**src/rtl/core_pkg.sv**
```systemverilog
// Shared types for the hazard controller: forwarding-select codes and FSM states.
package core_pkg;

  typedef enum logic [1:0] {
    FWD_RF = 2'b00,
    FWD_W  = 2'b01,
    FWD_M  = 2'b10
  } fwd_sel_e;

  typedef enum logic {
    RUN      = 1'b0,
    MEM_WAIT = 1'b1
  } hazard_state_e;

  // The Memory-stage producer beats the Writeback producer. x0 is never forwarded.
  function automatic fwd_sel_e fwd_sel(input logic [4:0] rs,
                                       input logic [4:0] rd_m, input logic wr_m,
                                       input logic [4:0] rd_w, input logic wr_w);
    if (wr_m && (rd_m != 5'd0) && (rd_m == rs)) return FWD_M;
    if (wr_w && (rd_w != 5'd0) && (rd_w == rs)) return FWD_W;
    return FWD_RF;
  endfunction

endpackage

```
**src/rtl/hazard_unit_if.sv**
```systemverilog
// Pipeline <-> hazard controller signal bundle. The pipeline is master, hazard_unit is slave.
interface hazard_unit_if #(
  parameter int unsigned DATA_WIDTH = 32
);
  logic [4:0]            Rs1D, Rs2D;
  logic [4:0]            Rs1E, Rs2E, RdE;
  logic [4:0]            RdM, RdW;
  logic                  RegWriteM, RegWriteW;
  logic                  ResultSrcE0;
  logic                  PCSrcE;
  logic                  MemReqM, MemReadyM;
  logic [1:0]            ForwardAE, ForwardBE;
  logic                  StallF, StallD, StallE, StallM;
  logic                  FlushD, FlushE, FlushW;
  logic [DATA_WIDTH-1:0] StallCount, FlushCount;
  logic                  MemErr;

  modport master (
    output Rs1D, Rs2D, Rs1E, Rs2E, RdE, RdM, RdW, RegWriteM, RegWriteW,
           ResultSrcE0, PCSrcE, MemReqM, MemReadyM,
    input  ForwardAE, ForwardBE, StallF, StallD, StallE, StallM,
           FlushD, FlushE, FlushW, StallCount, FlushCount, MemErr
  );

  modport slave (
    input  Rs1D, Rs2D, Rs1E, Rs2E, RdE, RdM, RdW, RegWriteM, RegWriteW,
           ResultSrcE0, PCSrcE, MemReqM, MemReadyM,
    output ForwardAE, ForwardBE, StallF, StallD, StallE, StallM,
           FlushD, FlushE, FlushW, StallCount, FlushCount, MemErr
  );
endinterface

```
**src/rtl/sat_counter.sv**
```systemverilog
// Saturating up-counter with synchronous active-low clear; holds at all-ones.
module sat_counter #(
  parameter int unsigned WIDTH = 32
) (
  input  logic             clk,
  input  logic             rst_n,
  input  logic             inc_i,
  output logic [WIDTH-1:0] count_o
);

  logic [WIDTH-1:0] count_q;

  // Count up on inc_i until every bit is set.
  always_ff @(posedge clk) begin
    if (!rst_n) begin
      count_q <= '0;
    end else if (inc_i && (count_q != '1)) begin
      count_q <= count_q + 1'b1;
    end
  end

  assign count_o = count_q;

endmodule

```
**src/rtl/hazard_unit.sv**
```systemverilog
// Hazard controller: operand-forward selects, load-use / branch / memory-wait
// stall and flush controls, memory-timeout flag and saturating perf counters.
module hazard_unit
  import core_pkg::*;
#(
  parameter int unsigned DATA_WIDTH  = 32,
  parameter int unsigned MEM_TIMEOUT = 64
) (
  input logic          clk,
  input logic          rst_n,
  hazard_unit_if.slave hz
);

  localparam int unsigned WAIT_W = $clog2(MEM_TIMEOUT + 1);
  localparam logic [WAIT_W-1:0] WAIT_LIM = WAIT_W'(MEM_TIMEOUT);

  hazard_state_e     state_q, state_d;
  logic [WAIT_W-1:0] wait_q, wait_d;
  logic              err_q, err_d;
  logic              lw_stall;
  logic              stall_f, stall_d, stall_e, stall_m;
  logic              flush_d, flush_e, flush_w;

  // Forwarding selects are independent of the FSM.
  always_comb begin
    hz.ForwardAE = fwd_sel(hz.Rs1E, hz.RdM, hz.RegWriteM, hz.RdW, hz.RegWriteW);
    hz.ForwardBE = fwd_sel(hz.Rs2E, hz.RdM, hz.RegWriteM, hz.RdW, hz.RegWriteW);
  end

  assign lw_stall = hz.ResultSrcE0 && (hz.RdE != 5'd0) &&
                    ((hz.RdE == hz.Rs1D) || (hz.RdE == hz.Rs2D));

  // Next-state and stage controls; memory miss outranks branch, branch outranks load-use.
  always_comb begin
    state_d = state_q;
    stall_f = 1'b0;
    stall_d = 1'b0;
    stall_e = 1'b0;
    stall_m = 1'b0;
    flush_d = 1'b0;
    flush_e = 1'b0;
    flush_w = 1'b0;
    case (state_q)
      RUN: begin
        if (hz.MemReqM && !hz.MemReadyM) begin
          {stall_f, stall_d, stall_e, stall_m, flush_w} = '1;
          state_d = MEM_WAIT;
        end else if (hz.PCSrcE) begin
          flush_d = 1'b1;
          flush_e = 1'b1;
        end else if (lw_stall) begin
          stall_f = 1'b1;
          stall_d = 1'b1;
          flush_e = 1'b1;
        end
      end
      MEM_WAIT: begin
        if (hz.MemReadyM) begin
          state_d = RUN;
        end else begin
          {stall_f, stall_d, stall_e, stall_m, flush_w} = '1;
        end
      end
      default: state_d = RUN;
    endcase
  end

  // Wait counter is held at zero in RUN (so it is clear on entry) and saturates at the limit.
  always_comb begin
    wait_d = wait_q;
    err_d  = err_q;
    if (state_q == RUN) begin
      wait_d = '0;
    end else begin
      if (wait_q != WAIT_LIM) wait_d = wait_q + 1'b1;
      if (wait_d == WAIT_LIM) err_d = 1'b1;
    end
  end

  // State, wait counter and sticky error register.
  always_ff @(posedge clk) begin
    if (!rst_n) begin
      state_q <= RUN;
      wait_q  <= '0;
      err_q   <= 1'b0;
    end else begin
      state_q <= state_d;
      wait_q  <= wait_d;
      err_q   <= err_d;
    end
  end

  sat_counter #(.WIDTH(DATA_WIDTH)) u_stall_cnt (
    .clk    (clk),
    .rst_n  (rst_n),
    .inc_i  (stall_f),
    .count_o(hz.StallCount)
  );

  sat_counter #(.WIDTH(DATA_WIDTH)) u_flush_cnt (
    .clk    (clk),
    .rst_n  (rst_n),
    .inc_i  (flush_d || flush_e),
    .count_o(hz.FlushCount)
  );

  always_comb begin
    hz.StallF = stall_f;
    hz.StallD = stall_d;
    hz.StallE = stall_e;
    hz.StallM = stall_m;
    hz.FlushD = flush_d;
    hz.FlushE = flush_e;
    hz.FlushW = flush_w;
    hz.MemErr = err_q;
  end

endmodule

```
**src/flat_wrapper.sv**
```systemverilog
// flat-port wrapper written by rule: the top's interface ports become plain ports
module hazard_unit_flat import core_pkg::*;
#(
  parameter int unsigned DATA_WIDTH  = 32,
  parameter int unsigned MEM_TIMEOUT = 64
)
  (clk, rst_n, hz_Rs1D, hz_Rs2D, hz_Rs1E, hz_Rs2E, hz_RdE, hz_RdM, hz_RdW, hz_RegWriteM, hz_RegWriteW, hz_ResultSrcE0, hz_PCSrcE, hz_MemReqM, hz_MemReadyM, hz_ForwardAE, hz_ForwardBE, hz_StallF, hz_StallD, hz_StallE, hz_StallM, hz_FlushD, hz_FlushE, hz_FlushW, hz_StallCount, hz_FlushCount, hz_MemErr);
  hazard_unit_if #(.DATA_WIDTH(DATA_WIDTH)) hz_i ();
  input logic clk;
  input logic rst_n;
  input wire logic [$bits(hz_i.Rs1D)-1:0] hz_Rs1D;
  input wire logic [$bits(hz_i.Rs2D)-1:0] hz_Rs2D;
  input wire logic [$bits(hz_i.Rs1E)-1:0] hz_Rs1E;
  input wire logic [$bits(hz_i.Rs2E)-1:0] hz_Rs2E;
  input wire logic [$bits(hz_i.RdE)-1:0] hz_RdE;
  input wire logic [$bits(hz_i.RdM)-1:0] hz_RdM;
  input wire logic [$bits(hz_i.RdW)-1:0] hz_RdW;
  input wire logic [$bits(hz_i.RegWriteM)-1:0] hz_RegWriteM;
  input wire logic [$bits(hz_i.RegWriteW)-1:0] hz_RegWriteW;
  input wire logic [$bits(hz_i.ResultSrcE0)-1:0] hz_ResultSrcE0;
  input wire logic [$bits(hz_i.PCSrcE)-1:0] hz_PCSrcE;
  input wire logic [$bits(hz_i.MemReqM)-1:0] hz_MemReqM;
  input wire logic [$bits(hz_i.MemReadyM)-1:0] hz_MemReadyM;
  output wire logic [$bits(hz_i.ForwardAE)-1:0] hz_ForwardAE;
  output wire logic [$bits(hz_i.ForwardBE)-1:0] hz_ForwardBE;
  output wire logic [$bits(hz_i.StallF)-1:0] hz_StallF;
  output wire logic [$bits(hz_i.StallD)-1:0] hz_StallD;
  output wire logic [$bits(hz_i.StallE)-1:0] hz_StallE;
  output wire logic [$bits(hz_i.StallM)-1:0] hz_StallM;
  output wire logic [$bits(hz_i.FlushD)-1:0] hz_FlushD;
  output wire logic [$bits(hz_i.FlushE)-1:0] hz_FlushE;
  output wire logic [$bits(hz_i.FlushW)-1:0] hz_FlushW;
  output wire logic [$bits(hz_i.StallCount)-1:0] hz_StallCount;
  output wire logic [$bits(hz_i.FlushCount)-1:0] hz_FlushCount;
  output wire logic [$bits(hz_i.MemErr)-1:0] hz_MemErr;
  assign hz_i.Rs1D = hz_Rs1D;
  assign hz_i.Rs2D = hz_Rs2D;
  assign hz_i.Rs1E = hz_Rs1E;
  assign hz_i.Rs2E = hz_Rs2E;
  assign hz_i.RdE = hz_RdE;
  assign hz_i.RdM = hz_RdM;
  assign hz_i.RdW = hz_RdW;
  assign hz_i.RegWriteM = hz_RegWriteM;
  assign hz_i.RegWriteW = hz_RegWriteW;
  assign hz_i.ResultSrcE0 = hz_ResultSrcE0;
  assign hz_i.PCSrcE = hz_PCSrcE;
  assign hz_i.MemReqM = hz_MemReqM;
  assign hz_i.MemReadyM = hz_MemReadyM;
  assign hz_ForwardAE = hz_i.ForwardAE;
  assign hz_ForwardBE = hz_i.ForwardBE;
  assign hz_StallF = hz_i.StallF;
  assign hz_StallD = hz_i.StallD;
  assign hz_StallE = hz_i.StallE;
  assign hz_StallM = hz_i.StallM;
  assign hz_FlushD = hz_i.FlushD;
  assign hz_FlushE = hz_i.FlushE;
  assign hz_FlushW = hz_i.FlushW;
  assign hz_StallCount = hz_i.StallCount;
  assign hz_FlushCount = hz_i.FlushCount;
  assign hz_MemErr = hz_i.MemErr;
  hazard_unit #(.DATA_WIDTH(DATA_WIDTH), .MEM_TIMEOUT(MEM_TIMEOUT)) u_core (.clk(clk), .rst_n(rst_n), .hz(hz_i));
endmodule
```
**config.mk**
```make
export PLATFORM = sky130hd
export DESIGN_NAME = hazard_unit_flat
export DESIGN_NICKNAME = d
export VERILOG_FILES = /design/src/rtl/core_pkg.sv /design/src/rtl/hazard_unit_if.sv /design/src/rtl/sat_counter.sv /design/src/rtl/hazard_unit.sv /design/src/flat_wrapper.sv
export SDC_FILE = /design/constraint.sdc
export NUM_CORES = 1
export LEC_CHECK = 0
export CAP_MARGIN = 5
export CORE_MARGIN = 1
export CORE_UTILIZATION = 49
export DETAILED_ROUTE_END_ITERATION = 8
export GPL_ROUTABILITY_DRIVEN = 0
export PLACE_DENSITY_LB_ADDON = 0.3
export SETUP_SLACK_MARGIN = 0.05
export SYNTH_ARGS = -nofsm -noshare
export SYNTH_HDL_FRONTEND = slang
export SYNTH_HIERARCHICAL = 1
export SYNTH_SLANG_ARGS = --single-unit
```
**constraint.sdc**
```tcl
create_clock -name clk -period 3.76 [get_ports clk]
set_input_delay 0.752 -clock clk [delete_from_list [all_inputs] [get_ports clk]]
set_output_delay 0.752 -clock clk [all_outputs]
set_load 0.01 [all_outputs]
```
### Word level (Yosys, flattened, before mapping)

Index checks and enable logic that the tools add are counted.

| storage, ports and cells | value |
|---|---|
| logic and storage cells | 67 |
| input bits | 43 |
| output and inout bits | 76 |
| register bits | 73 |

| operators by class | value |
|---|---|
| reductions and logical operators | 19 |
| equality and inequality tests | 10 |
| bitwise operators | 1 |
| multiplexer cells | 29 |
| add/subtract/negate cells | 3 |

Operators by type and width:

| cell | count |
|---|---|
| adder 32 x 1 -> 32 bit, second input constant | 2 |
| != test 32 bit, second input constant | 2 |
| equality test 5 bit | 6 |
| 2-to-1 mux 1 bit | 17 |
| 2-to-1 mux 2 bit | 8 |
| nonzero test 5 bit | 3 |
| 2-to-1 mux 7 bit | 2 |
| logical AND 1 bit | 11 |
| adder 7 x 1 -> 7 bit, second input constant | 1 |
| equality test 7 bit, second input constant | 1 |
| != test 7 bit, second input constant | 1 |
| one-hot mux 1 bit (2 select lines) | 2 |
| AND reduction 2 bit | 2 |
| logical OR 1 bit | 2 |
| logical NOT 1 bit | 1 |
| NOT 1 bit | 1 |

### Longest topological paths before layout

Gate-level depths: netlist of the first run.

| logic depth | value |
|---|---|
| depth in word-level cells | 9 |
| mapped depth | 10 |
| mapped depth without buffers | 9 |

### By module

The synthesis of the first run kept the hierarchy.

By module, submodules not included:

| module | cells an instance | times used | sequential area each (µm²) | area an instance (µm²) |
|---|---|---|---|---|
| sat_counter | 200 | 2 | 640.6 | 1704.1 |
| hazard_unit | 113 | 1 | 180.2 | 899.6 |

### Least setup slack after synthesis of the first run

Ideal clock, no wire load.

| timing path | value |
|---|---|
| path kind | input-to-reg |
| from | in hz_RdE[3] |
| to | reg u_core.u_flush_cnt.count_q[31], in the netlist u_core/u_flush_cnt/count_o[31] |
| cell stages on the path | 9 |
| arrival | 3.440 ns |
| setup slack | 0.250 ns |
| library setup time | 0.070 ns |
| required time | 3.690 ns |
| buffers on the path | 0 |
| path through | xor2_1 > nor3_1 > a22oi_1 > o41ai_1 > nand4_1 > or4_4 > or3_1 > or4_1 > a21oi_1 |

| on the way | value |
|---|---|
| longest elaborated chain between the ends | 9 |
| elaborated cells between the ends (all ways) | 12 |
| classes of those cells | 2 x eq/ne; 4 x mux; 6 x reduce/logical |

RTL lines:

| element | RTL line | RTL |
|---|---|---|
| start, declared | flat_wrapper.sv:15 | `input wire logic [$bits(hz_i.RdE)-1:0] hz_RdE;` |
| equality test 5 bit or nonzero test 5 bit (tied branches) | hazard_unit.sv:31, hazard_unit.sv:30 |  |
| logical OR 1 bit or logical AND 1 bit (tied branches) | hazard_unit.sv:31, hazard_unit.sv:30 |  |
| logical AND 1 bit * | hazard_unit.sv:30 | `assign lw_stall = hz.ResultSrcE0 && (hz.RdE != 5'd0) &&` |
| 2-to-1 mux 1 bit * | hazard_unit.sv:51 | `end else if (lw_stall) begin` |
| 2-to-1 mux 1 bit * | hazard_unit.sv:48 | `end else if (hz.PCSrcE) begin` |
| 2-to-1 mux 1 bit * | hazard_unit.sv:45 | `if (hz.MemReqM && !hz.MemReadyM) begin` |
| 2-to-1 mux 1 bit * | hazard_unit.sv:43 | `case (state_q)` |
| logical OR 1 bit * | hazard_unit.sv:103 | `.inc_i (flush_d \|\| flush_e),` |
| logical AND 1 bit * | sat_counter.sv:17 | `end else if (inc_i && (count_q != '1)) begin` |
| end signal, assigned | sat_counter.sv:18 | `count_q <= count_q + 1'b1;` |
| end, declared | sat_counter.sv:11 | `logic [WIDTH-1:0] count_q;` |

Mark *: on every way between the ends. The rest lies on a longest branch, timed or not.
A chain may end at the register's enable or synchronous reset.

### Worst setup path after layout of the first run

| timing path | value |
|---|---|
| from | in hz_RdE[0] |
| to | out hz_FlushE |

| on the way | value |
|---|---|
| longest elaborated chain between the ends | 7 |
| elaborated cells between the ends (all ways) | 10 |
| classes of those cells | 2 x eq/ne; 4 x mux; 4 x reduce/logical |

RTL lines:

| element | RTL line | RTL |
|---|---|---|
| equality test 5 bit or nonzero test 5 bit (tied branches) | hazard_unit.sv:31, hazard_unit.sv:30 |  |
| logical OR 1 bit or logical AND 1 bit (tied branches) | hazard_unit.sv:31, hazard_unit.sv:30 |  |
| logical AND 1 bit * | hazard_unit.sv:30 |  |
| 2-to-1 mux 1 bit * | hazard_unit.sv:51 |  |
| 2-to-1 mux 1 bit * | hazard_unit.sv:48 |  |
| 2-to-1 mux 1 bit * | hazard_unit.sv:45 |  |
| 2-to-1 mux 1 bit * | hazard_unit.sv:43 |  |
| end, declared | flat_wrapper.sv:31 | `output wire logic [$bits(hz_i.FlushE)-1:0] hz_FlushE;` |

Marked as above.

==> results of run 1 <==
## registers in the layout (all words and copies together) (netlist names)
name,cells
u_core/u_flush_cnt/count_o,32
u_core/u_stall_cnt/count_o,32
u_core/wait_q,7
u_core/hz.MemErr,1
u_core/state_q,1
## layer usage
metal | global-route usage [%] | vias up
li1 | - | 2197
met1 | 33.7 | 2226
met4 | 10.3 | 0
met2 | 48.8 | 170
met3 | 5.21 | 27
met5 | 0 | -
## final cells by class
type	count	share of cell area (%)
inverter	10	0.634
clock buffer	11	2.39
clock inverter	5	1.73
sequential	73	24.7
timing repair buffer	136	22.3
tap	105	2.22
multi-input combinational	403	46.0
## report_power, final
part           internal (mW)  total [mW]  switching [mW]  leakage [nW]
sequential             0.778       0.785         0.00768         0.589
clock                  0.458       0.757           0.298         0.120
combinational         0.0929       0.172          0.0791          1.23
## layout by cell type (no fill, tap or decap), types with 5 or more instances in the layout
master           netlist  final
nand2b_1              18     18
o41ai_1                8      8
buf_4                  5     18
inv_1                 10     10
nand3_1               29     29
nand4_1               18     18
xor2_1                28     28
o31ai_1               22     22
dfxtp_1               73     73
clkbuf_8               0     10
nor3_1                12     12
xnor2_1               17     17
and2_1                 5      5
nor4_1                18     14
and4_1                12     12
and3_1                 6      6
a21oi_1               33     33
or3_1                 12     12
mux2i_1               14     14
o21ai_0                9      8
nor2_1                28     28
clkdlybuf4s50_1        0    116
nand2_1               36     36
or4_1                 27     27
## final timing paths
kind | from | end | slack [ns] | depth (start not counted)
setup reg to reg | u_core/u_stall_cnt/count_o[3] | u_core/u_stall_cnt/count_o[30] | 0.88 | 5
hold reg to reg | u_core/hz.MemErr | u_core/hz.MemErr | 0.49 | 1
setup / recovery | hz_RdE[0] | hz_FlushE | 0.16 | 7
hold / removal | u_core/hz.MemErr | u_core/hz.MemErr | 0.49 | 1
## kinds of logic (layout without fill, tap and decap cells)
kind of cell | after synthesis | after routing | synth area share, %
and+or+nand+nor | 237 | 237 | 32.3
AOI/OAI and AO/OA | 103 | 103 | 16.5
DFF | 73 | 73 | 33.9
xor gates and xnor gates | 45 | 45 | 9.15
buffers and inverters | 37 | 162 | 3.72
muxes | 14 | 14 | 3.25
adders and majority gates | 4 | 4 | 1.16
## what timing repair did
action / in CTS / in global routing
setup buffers: 0 / 0
pin swaps: 0 / 2
endpoints found under the setup margin: 2 / 4
gates resized for setup: 1 / 6
## through the flow
step	setup TNS, ns	instance area [um2]	utilization, %	std cells	worst slack [ns]
2_1_floorplan	0	4310	-	513	0.250
3_3_place_gp	-0.0729	5650	67.4	727	-0.0729
3_5_place_dp	-0.196	5650	67.4	727	-0.133
4_1_cts	0	5890	70.3	743	0.0790
5_1_grt	0	5920	70.6	743	0.0846
6_report	0	5920	70.6	743	0.155
## critical path, cell delays in order
cell and delay (ns):
clkdlybuf4s50_1 0.49, xor2_1 0.20, nor3_1 0.19, a22oi_1 0.11
buf_4 0.15, o41ai_1 0.34, clkdlybuf4s50_1 0.61
==> metrics, run 1 <==
DRT Wirelength=about 12 mm; Layout Area Growth over Synthesis=37.4%; # IOs=119; synth warn=6; effective utilization at floorplan=about half; HPWL after detailed placement=about 9.0 mm; metal2 WL=6.21 mm; nets=between 600 and 700; max-cap viol count=0; sequential-to-total area share from yosys stat=33.9%; global route total overflow=0; register bit count reported by yosys=73; Die Span X=95.8 um; Period Utilization, post-route=95.9%; CTS max path bufs=2; FP Rows=33; initial antenna violation count=0; Synth area leader=dfxtp_1; max-slew violations=0; DRC viols=0; ys async rst share=0%; vias in the first global route=about 4300; initial DRC count=244; WS Path Type=primary input to output pin; Synth Instances=approximately 500; Highest Signal Layer=met4; Startpoint Class=primary input; Slew @ Worst Pin=between 0.9 and 1 ns; status=finished clean; multi-input logic area=around 2700 um2; critical path capture point type=output pin; CP arrival=roughly 2.9 ns; CTS Sinks=73; clock skew=slightly above 0.008 ns; All-Layer GR Usage=27.8%; Worst Path Required=3.01 ns; WL met1=5.28 mm; post-synthesis cell type count=48; CTS clock-pin slew for the worst setup and hold paths=~0.070 ns; fillcell total=around 650; clock root cell=clkbuf_8; Mapped Area=4310 um2; pin count of the biggest net entering global routing=43; slew margin rel.=between 30% and 40%; Die Y=about 96 um; diode count=0; most common flop cell mapped by yosys=dfxtp_1; Die Footprint=between 9000 and 10000 um2; LEAKAGE=roughly 1.9 nW; worst vdd ir=around 0.17 mV; # H-tree levels=3; Mean Syn Cell Area=approximately 8.4 um2; hold_ws=about 0.5 ns; Initial DRT Pass Iterations=7; WL met3=about 730 um; post-synth top area share=around a third; unrepaired setup endpoints after global routing=false; Setup-failing EPs final=0; Tightest Hold Check Type=flop to flop; Skew-Pair Late Insertion Delay=about 0.34 ns; Critical Path Fanout Max=3; total core area=8380 um2; Pwr Total=about 1.7 mW; PortBufs=118; cts bufs inserted=9; post-synthesis net count=560; Hold Vio Cnt, Final=0; Post-synth EDFFs=0; Register Area=1460 um2; most area-consuming cells after synthesis=dfxtp_1 (34%), xor2_1 (5.7%), or4_1 (4.7%); WL per Instance=approximately 17 um; first-pass GRT wire length=roughly 20 mm; Fmax=between 200 and 300 MHz; Post-synth top cells=dfxtp_1 (73), nand2_1 (36), a21oi_1 (33); most frequent cell after synthesis=dfxtp_1; CTS tree=done; Vias=4620; PD cells=290 nW/um2; # hold bufs at CTS=0; remaining antenna violation count=0; share of cells above drive strength 1=under 10%; vias per cell=6.22; minimum clock period=3.60 ns
No activity file was read; power rests on OpenSTA's default activity.
==> run 2, diff against run 1 <==
CORE_MARGIN = 5   (was 1)
REMOVE_ABC_BUFFERS = 1   (was unset)
==> run 2 against run 1 <==
Against the previous run:
- die area up 17%
- sequential cell count unchanged
- hold slack got worse by 0.0031 ns
- wire length is 2.7% higher
- power down 11%
- clock skew rose by 0.0022 ns
- setup slack lost 0.088 ns
- critical path depth decreased by 1
- combinational power is essentially flat
- non-clock buffer count up 3
- largest cell class unchanged
- largest power group unchanged
==> metrics, run 2 (synthesis gave the netlist of run 1 again) <==
fillcell total=702 (+8.5%); WS Path Type=primary input to output pin; CTS Sinks=73 (unchanged); initial DRC count=260 (+6.6%); commonest non-fill, non-tap cell in the layout=clkdlybuf4s50_1; LEAKAGE=1.91 nW (-1.4%); slew margin rel.=45.6% (+9.8 points); area of placed instances=5670 um2 (+0.47%); Die Y=104 um (+8.4%); vias in the first global route=4407 (+2.7%); status=finished clean; unrepaired setup endpoints after global routing=true; Pwr Total=1.52 mW (-11%); GR peak layer=met2; DRT Wirelength=12.8 mm (+2.7%); Initial DRT Pass Iterations=5 (-2); pin count of the biggest net entering global routing=31 (-28%); Vias=4580 (-0.87%); commonest cells after routing, fill and taps aside=clkdlybuf4s50_1 (116), dfxtp_1 (73), nand2_1 (36), a21oi_1 (33), nand3_1 (29); share of cells above drive strength 1=8.58% (+0.27 points); Register Area=1460 um2 (unchanged); worst hold path stage count=2 (+1); # hold bufs at CTS=0 (unchanged); WL per Instance=17.1 um (+1.9%); Die Footprint=10800 um2 (+17%); effective utilization at floorplan=49.9% (-1.5 points); Hold Vio Cnt, Final=0 (unchanged); # H-tree levels=3 (unchanged); clock skew=0.0104 ns (+0.00217 ns); Layout Area Growth over Synthesis=36.2%; Slew @ Worst Pin=0.807 ns (-0.147 ns); hold_ws=0.483 ns (-0.00312 ns); minimum clock period=3.69 ns (+0.0879 ns); # IOs=119 (unchanged); initial antenna violation count=0 (unchanged); Skew-Pair Late Insertion Delay=0.35 ns (about the same); first-pass GRT wire length=21.2 mm (+5.3%); nets=683 (+0.44%); max-slew violations=0 (unchanged); PortBufs=118 (unchanged); worst vdd ir=0.175 mV (+6.0%); DRC viols=0 (unchanged); CTS tree=done; Non-Filler Instances=749 (+0.81%); multi-input logic area=2710 um2 (-0.46%); Setup Fix Bufs, Post-CTS=0 (unchanged); Die Span X=104 um (+8.4%); diode count=0 (unchanged); Period Utilization, post-route=98.2% (+2.3 points); max-cap viol count=0 (unchanged); HPWL after detailed placement=9.55 mm (+6.2%); GR Layer Usage met2=39.1% (-9.6 points); CP arrival=2.94 ns (+0.09 ns); clock root cell=clkbuf_8; Tightest Hold Check Type=flop to flop; Worst Path Required=3.01 ns (about the same); Critical Path Fanout Max=3 (unchanged); Setup-failing EPs final=0 (unchanged); Finished Cell Area=5870 um2 (-0.85%); All-Layer GR Usage=22.7% (-5.0 points); vias per cell=6.11 (-1.7%); global route total overflow=0 (unchanged); cts bufs inserted=9 (unchanged); Startpoint Class=primary input; met1 usage=28.5% (-5.2 points); Fmax=271 MHz (-2.4%); FP Rows=34 (+3.0%); M3 GR Usage=4.42% (-0.80 points); critical path capture point type=output pin; total core area=8640 um2 (+3.0%); dpl cells=733 (+0.83%); PD cells=260 nW/um2 (-10%); CTS clock-pin slew for the worst setup and hold paths=0.08 ns (about the same); r2r worst-path depth=7 (+2); CTS max path bufs=2 (unchanged); remaining antenna violation count=0 (unchanged)
[run 2: layer usage]
metal	vias up	share of wire, %
met1	2161	41
li1	2202	-
met4	0	1.7
met3	23	6.3
met2	194	51
met5	-	0
[run 2: final cells by class]
cell class / instances / area share, %
Inverter: 10 / 0.640
Sequential cell: 73 / 24.9
Multi-Input combinational cell: 403 / 46.2
Clock buffer: 10 / 2.35
Tap cell: 108 / 2.30
Timing Repair Buffer: 139 / 22.9
Clock inverter: 6 / 0.725
[run 2: worst paths after layout]
path	slack, ns	startpoint	to
hold / removal	0.48	u_core/u_flush_cnt/count_o[27]	u_core/u_flush_cnt/count_o[27]
hold reg to reg	0.48	u_core/u_flush_cnt/count_o[27]	u_core/u_flush_cnt/count_o[27]
setup reg to reg	1.10	u_core/state_q	u_core/u_stall_cnt/count_o[31]
setup / recovery	0.07	hz_RdW[3]	hz_ForwardBE[0]
[run 2: where the power goes]
part           leakage [nW]  switching (mW)  internal [mW]
Sequential            0.589         0.00889          0.778
Clock                0.0887           0.304          0.258
Combinational          1.23          0.0806         0.0936
Total                  1.91           0.394           1.13
[run 2: per-stage QoR]
| step | worst slack (ns) | util [%] | TNS, ns |
|---|---|---|---|
| after floorplan | 0.00307 | - | 0 |
| after global placement | -0.0927 | 65.7 | -0.101 |
| final | 0.0674 | 67.9 | 0 |
| after global routing | 0.00887 | 67.9 | 0 |
| after CTS | 0.0934 | 67.8 | 0 |
| after detailed placement | -0.158 | 65.7 | -0.442 |
[run 2: what timing repair did]
item,4_1_cts,5_1_grt
pin swaps,0,2
resized for setup,1,4
endpoints found under the setup margin,2,5
[run 2: critical path, stage by stage]
cell	delay [ns]
clkdlybuf4s50_1	0.56
or4_1	0.13
o21ai_0	0.08
or4_1	0.57
nor4_2	0.27
clkdlybuf4s50_1	0.57
